<file path="config.mk">
export PLATFORM = sky130hd
export DESIGN_NAME = seq_divider_flat
export DESIGN_NICKNAME = d
export VERILOG_FILES = /design/src/rtl/seq_divider_if.sv /design/src/rtl/seq_divider.sv /design/src/flat_wrapper.sv
export SDC_FILE = /design/constraint.sdc
export NUM_CORES = 1
export LEC_CHECK = 0
export ABC_AREA = 1
export BUFFER_PORTS_ARGS = -buffer_cell sky130_fd_sc_hd__buf_4
export CORE_ASPECT_RATIO = 1.75
export CORE_UTILIZATION = 45
export CTS_CLUSTER_SIZE = 40
export DETAILED_ROUTE_END_ITERATION = 10
export PLACE_DENSITY = 0.69
export SYNTH_ARGS = -nofsm -noshare
export SYNTH_HDL_FRONTEND = slang
export SYNTH_SLANG_ARGS = --single-unit
</file>
<file path="constraint.sdc">
create_clock -name clk -period 2.9 [get_ports clk]
set_input_delay 0.145 -clock clk [delete_from_list [all_inputs] [get_ports clk]]
set_output_delay 0.145 -clock clk [all_outputs]
set_load 0.02 [all_outputs]
</file>
<file path="src/rtl/seq_divider_if.sv">
// Operand, request and result signals shared by the divider and whoever drives it.
interface seq_divider_if;
  logic       start;
  logic [4:0] x;
  logic [4:0] y;
  logic [4:0] q;
  logic [4:0] r;
  logic       divzero;
  logic       busy;
  logic       done;

  modport master (output start, x, y, input q, r, divzero, busy, done);
  modport slave  (input start, x, y, output q, r, divzero, busy, done);
endinterface

</file>
<file path="src/rtl/seq_divider.sv">
// 5-bit unsigned restoring divider, one quotient bit per clock, with a
// divide-by-zero shortcut and a one-cycle done pulse.
module seq_divider (
  input  logic          clk,
  input  logic          rst,
  seq_divider_if.slave  bus
);

  typedef enum logic [1:0] {
    IDLE = 2'd0,
    DIV  = 2'd1,
    DONE = 2'd2
  } state_t;

  state_t     state_reg, state_next;
  logic [2:0] cnt_reg, cnt_next;
  logic [4:0] quo_reg, quo_next;
  logic [4:0] rem_reg, rem_next;
  logic [4:0] div_reg, div_next;
  logic [4:0] q_reg, q_next;
  logic [4:0] r_reg, r_next;
  logic       dz_reg, dz_next;

  logic [5:0] p;
  logic       ge;
  logic [4:0] step_quo;
  logic [4:0] step_rem;

  // The 6-bit compare keeps the bit shifted out of the remainder's MSB; when
  // it wins, P - Y < Y fits in 5 bits, so a 5-bit subtract is exact.
  always_comb begin
    p        = {rem_reg, quo_reg[4]};
    ge       = (p >= {1'b0, div_reg});
    step_quo = {quo_reg[3:0], ge};
    step_rem = ge ? (p[4:0] - div_reg) : p[4:0];
  end

  always_comb begin
    state_next = state_reg;
    cnt_next   = cnt_reg;
    quo_next   = quo_reg;
    rem_next   = rem_reg;
    div_next   = div_reg;
    q_next     = q_reg;
    r_next     = r_reg;
    dz_next    = dz_reg;
    case (state_reg)
      IDLE: begin
        if (bus.start) begin
          div_next = bus.y;
          if (bus.y == 5'd0) begin
            state_next = DONE;
            q_next     = 5'b11111;
            r_next     = bus.x;
            dz_next    = 1'b1;
          end else begin
            state_next = DIV;
            cnt_next   = 3'd0;
            quo_next   = bus.x;
            rem_next   = 5'd0;
          end
        end
      end
      DIV: begin
        quo_next = step_quo;
        rem_next = step_rem;
        cnt_next = cnt_reg + 3'd1;
        if (cnt_reg == 3'd4) begin
          state_next = DONE;
          q_next     = step_quo;
          r_next     = step_rem;
          dz_next    = 1'b0;
        end
      end
      DONE:    state_next = IDLE;
      default: state_next = IDLE;
    endcase
  end

  always_ff @(posedge clk or posedge rst) begin
    if (rst) begin
      state_reg <= IDLE;
      cnt_reg   <= 3'd0;
      quo_reg   <= 5'd0;
      rem_reg   <= 5'd0;
      div_reg   <= 5'd0;
      q_reg     <= 5'd0;
      r_reg     <= 5'd0;
      dz_reg    <= 1'b0;
    end else begin
      state_reg <= state_next;
      cnt_reg   <= cnt_next;
      quo_reg   <= quo_next;
      rem_reg   <= rem_next;
      div_reg   <= div_next;
      q_reg     <= q_next;
      r_reg     <= r_next;
      dz_reg    <= dz_next;
    end
  end

  assign bus.q       = q_reg;
  assign bus.r       = r_reg;
  assign bus.divzero = dz_reg;
  assign bus.busy    = (state_reg != IDLE);
  assign bus.done    = (state_reg == DONE);

endmodule

</file>
<file path="src/flat_wrapper.sv">
// flat-port wrapper written by rule: the top's interface ports become plain ports
module seq_divider_flat 
  (clk, rst, bus_start, bus_x, bus_y, bus_q, bus_r, bus_divzero, bus_busy, bus_done);
  seq_divider_if bus_i ();
  input  logic clk;
  input  logic rst;
  input wire logic [$bits(bus_i.start)-1:0] bus_start;
  input wire logic [$bits(bus_i.x)-1:0] bus_x;
  input wire logic [$bits(bus_i.y)-1:0] bus_y;
  output wire logic [$bits(bus_i.q)-1:0] bus_q;
  output wire logic [$bits(bus_i.r)-1:0] bus_r;
  output wire logic [$bits(bus_i.divzero)-1:0] bus_divzero;
  output wire logic [$bits(bus_i.busy)-1:0] bus_busy;
  output wire logic [$bits(bus_i.done)-1:0] bus_done;
  assign bus_i.start = bus_start;
  assign bus_i.x = bus_x;
  assign bus_i.y = bus_y;
  assign bus_q = bus_i.q;
  assign bus_r = bus_i.r;
  assign bus_divzero = bus_i.divzero;
  assign bus_busy = bus_i.busy;
  assign bus_done = bus_i.done;
  seq_divider u_core (.clk(clk), .rst(rst), .bus(bus_i));
endmodule
</file>
# == Yosys cells after proc, flatten, opt, wreduce, memory -nomap -nowiden ==
# Index checks and enable logic that the tools add are counted.
# classes
addsub,2
order_cmp,1
n_eq_ne,7
muxes,26
reduce_logical,8
# ops
op,n
$mux 5,11
$pmux 5 s2,4
$ge 6x5->1,1
$mux 2,3
$mux 3,2
$pmux 3 s2,1
$logic_not 5->1,1
$sub 5x5->5,1
$ne 2x1->1 const B,2
$ne 2x2->1 const B,2
$pmux 2 s2,1
$reduce_and 2->1,2
$reduce_and 4->1,1
$reduce_bool 2->1,2
$add 3x1->3 const B,1
$eq 3x3->1 const B,1
$mux 1,3
$reduce_and 3->1,1
$eq 2x1->1 const B,1
$eq 2x2->1 const B,1
$logic_not 2->1,1
$pmux 1 s2,1
# totals
ff_bits,31
inputBits,13
output_inout_bits,13
word_cells,52

# == Depth between registers and ports, before layout ==
# depth
depth_word,4
depth_mapped,12
depth_no_buf,12

# == Least setup slack after synthesis ==
# OpenSTA, ideal clock, no wires.
# synth_path
path_type,register to register
from,register u_core.quo_reg[4]
to,"register u_core.r_reg[3], in the netlist u_core.bus.r[3]"
setup_time_ps,113
arrival_ps,1779
required_ps,2787
path_slack_ps,1009
path_stages_with_launch,13
period_less_slack_ps,1891
cell_sequence,dfrtp_1 inv_1 ha_1 inv_1 fa_1 inv_1 nand2_1 nand3_1 nand3_1 nand3_1 nand3_1 nand2_1 inv_1
# synth_via
elab_chain_len,4
elab_cells_between_ends,5
# synth_rtl
item,line_no,text
"start, declared",seq_divider.sv:17,"logic [4:0] quo_reg, quo_next;"
"start signal, assigned",seq_divider.sv:93,quo_reg <= quo_next;
$sub 5x5->5 or $ge 6x5->1 (tied branches),"seq_divider.sv:35, seq_divider.sv:33",
$mux 5 (*),seq_divider.sv:35,step_rem = ge ? (p[4:0] - div_reg) : p[4:0];
$mux 5 (*),seq_divider.sv:68,if (cnt_reg == 3'd4) begin
$pmux 5 s2 (*),seq_divider.sv:47,case (state_reg)
"end signal, assigned",seq_divider.sv:97,r_reg <= r_next;
"end, declared",seq_divider.sv:21,"logic [4:0] r_reg, r_next;"
# Every way passes the cells marked *; elsewhere a longest branch is shown, timed or not. The select of a mux whose other input is x is not followed.
# A chain may end at the register's enable or synchronous reset.

# == Worst setup path in the final report ==
# Ends and elaborated chain as after synthesis.

==> flow_summary.toml <==
[clock_network]
clockBufferDepth = 2
cts_made_buffers = 5
ctsResizeCount = 0
htreeDepth = 2
cts_tree = "built"
cts.sinks = 31
cts_root_buffer = "clkbuf_8"
clk_latency_ns = 0.28
clkTransAtPathRegs_ns = 0.07
cts_setup_buffers = 0

[finish]
diodes = 0
drive_gt1_frac = 0.174
syn_to_final_growth_pct = 21.1
nNetsFinal = 262
fillCellCount = 361
mostFrequentLayoutCells = "nand2_1, inv_1, dfrtp_1"
mostFrequentLayoutCell = "nand2_1"

[timing]
worstMarginPinSlew_ns = 0.600
setup_viol = 0
fin_setup_tns_ns = 0
hold_viol = 0
drv_slew = 0
finClkSkew_ns = 0.00620
finalCritPeriodShare = 0.742
period_needed_ns = 2.15
grt_setup_unrepaired = "no"
timing.final.ws_setup_ns = 0.748
relSlewSlack = 0.599
fmax_ghz = 0.465

[global_routing]
grt_use_total = 0.216
met2_usage = 0.384
grt_pass1_wl_um = 5930
grt_use_met1 = 0.233
met3_usage = 0.0457
grt_pass1_vias = 1384
antenna_found_initial = 0
grt-ovfl-total = 0
grt_max_degree = 32
busiest_layer = "met2"

[yosys]
seq_area_frac_synth = 0.468
syn_area_per_cell_um2 = 7.82
synth_cell_type_count = 20
ys_ff_latch = 31
synthCells = 212
synth_edf_count = 0
yosys_warnings = 0
syn-num-nets = 233
async_flop_share = 1.00
ys.flop_type = "dfrtp_1"
synth_area_mm2 = 0.00166

[placed_design]
dp_hpwl_um = 2560
io_buffers = 25
gp_congestion = 0.846
preCtsSetupSlack_ns = 0.738

[die]
initial_core_util = 0.483
ios = 26
die_y_um = 82.3
die_w_um = 47.9
placementRows = 28
dieArea_mm2 = 0.00394
core_area_mm2 = 0.00343

[worst_setup_path]
r2r_slack_ns = 0.75
worstPathRequired_ns = 3.08
worstReg2RegEnd = "u_core.bus.r[3]"
cp-end-kind = "flop"
cp_max_fo = 7
critPathKind = "reg2reg"
r2r-start = "u_core.quo_reg[4]"
cp.arrival_ns = 2.33
reg2regPathDepth = 12
critPathLaunchType = "flop"

[detailed_routing]
routed_wl_um = 3490
first_pass_iters = 4
ant_nets = 0
vias_per_cell = 4.84
drt_iter0_markers = 38
wl_per_cell_um = 12.1
vias = 1388
drc = 0

[power_and_ir_drop]
vdd_ir_drop_max_v = 0.000754
p_leak_nw = 1.10
p_per_area_mw_per_mm2 = 1250
p_total_mw = 2.50

[worst_hold_path]
holdCritStartpoint = "bus_y[0]"
hold_end = "u_core.div_reg[0]"
worstHoldPathCells = 2
hp-class = "in2reg"

[outcome]
status = "completed"

[job]
maxCapViolations = 0
what timing repair did:
action,4_1_cts,5_1_grt
setup endpoints to repair,0,0
hold buffers,1,0
hold endpoints to repair,31,0
kinds of logic (layout without fill, tap and decap cells):
kind of cell    count (synthesis)  count (layout)  synth area share
compound gates                 24              24            0.0800
fa+ha+maj                       8               8            0.0649
flops                          31              31             0.468
mux                             1               1           0.00679
simple gates                  105             105             0.272
buf+inv                        42              72             0.103
xor+xnor                        1               1           0.00528
worst max-delay path, cell delays in order (launching register included):
cell and delay (ns):
dfrtp_1 0.38, inv_1 0.08, ha_1 0.14, inv_1 0.06, fa_1 0.47, inv_1 0.07, nand2_1 0.05, nand3_1 0.17
nand3_1 0.27, nand3_1 0.20, nand3_1 0.08, nand2_1 0.06, inv_1 0.03
routing by layer:
| metal | up-vias | wire length (um) |
|---|---|---|
| li1 | 728 | - |
| met1 | 630 | 1450 |
| met2 | 23 | 1860 |
| met3 | 7 | 80 |
| met4 | 0 | 93 |
| met5 | - | 0 |
power breakdown:
| part | internal [mW] | switching (mW) | total (mW) |
|---|---|---|---|
| Clock | 0.278 | 0.167 | 0.445 |
| Combinational | 0.486 | 0.818 | 1.30 |
| Sequential | 0.639 | 0.116 | 0.754 |
| Total | 1.40 | 1.10 | 2.50 |
synth_stat cells, drive strengths merged (5+ instances only):
cell / number / share of area
nand2: 47 / 0.11
inv: 36 / 0.082
dfrtp: 31 / 0.47
nor2: 24 / 0.054
nand3: 23 / 0.069
o21ai: 12 / 0.036
ha: 7 / 0.053
buf: 6 / 0.022
or2: 6 / 0.023
a21oi: 5 / 0.015
a31oi: 5 / 0.019
nand4: 5 / 0.019
stage by stage:
stage	util	instances	hold WS (ns)	instance area, um^2
final	0.585	287	0.103	2010
after floorplan	-	212	0.249	1660
after CTS	0.585	287	0.102	2010
after detailed placement	0.548	278	0.263	1880
after global routing	0.585	287	0.104	2010
after global placement	0.548	278	0.253	1880
layout make-up:
| cell class | count | area, um^2 | area share |
|---|---|---|---|
| clock buffers | 6 | 82.6 | 0.0411 |
| clock inverters | 2 | 35.0 | 0.0174 |
| inverters | 36 | 135 | 0.0673 |
| multi-input cells | 139 | 711 | 0.354 |
| flip-flops and latches | 31 | 776 | 0.386 |
| well taps | 45 | 56.3 | 0.0280 |
| repair buffers | 28 | 213 | 0.106 |
worst max path at each step:
stage               slack [ns]  depth (start not counted)         startpoint         endpoint
floorplan                 1.01                         12  u_core.quo_reg[4]  u_core.bus.r[3]
global placement          0.84                         12  u_core.quo_reg[4]  u_core.bus.r[2]
detailed placement        0.74                         12  u_core.quo_reg[4]  u_core.bus.r[3]
CTS                       0.74                         12  u_core.quo_reg[4]  u_core.bus.r[3]
global route              0.45                         12  u_core.quo_reg[4]  u_core.bus.r[3]
finish                    0.75                         12  u_core.quo_reg[4]  u_core.bus.r[3]
(Power assumes the default switching activity.)
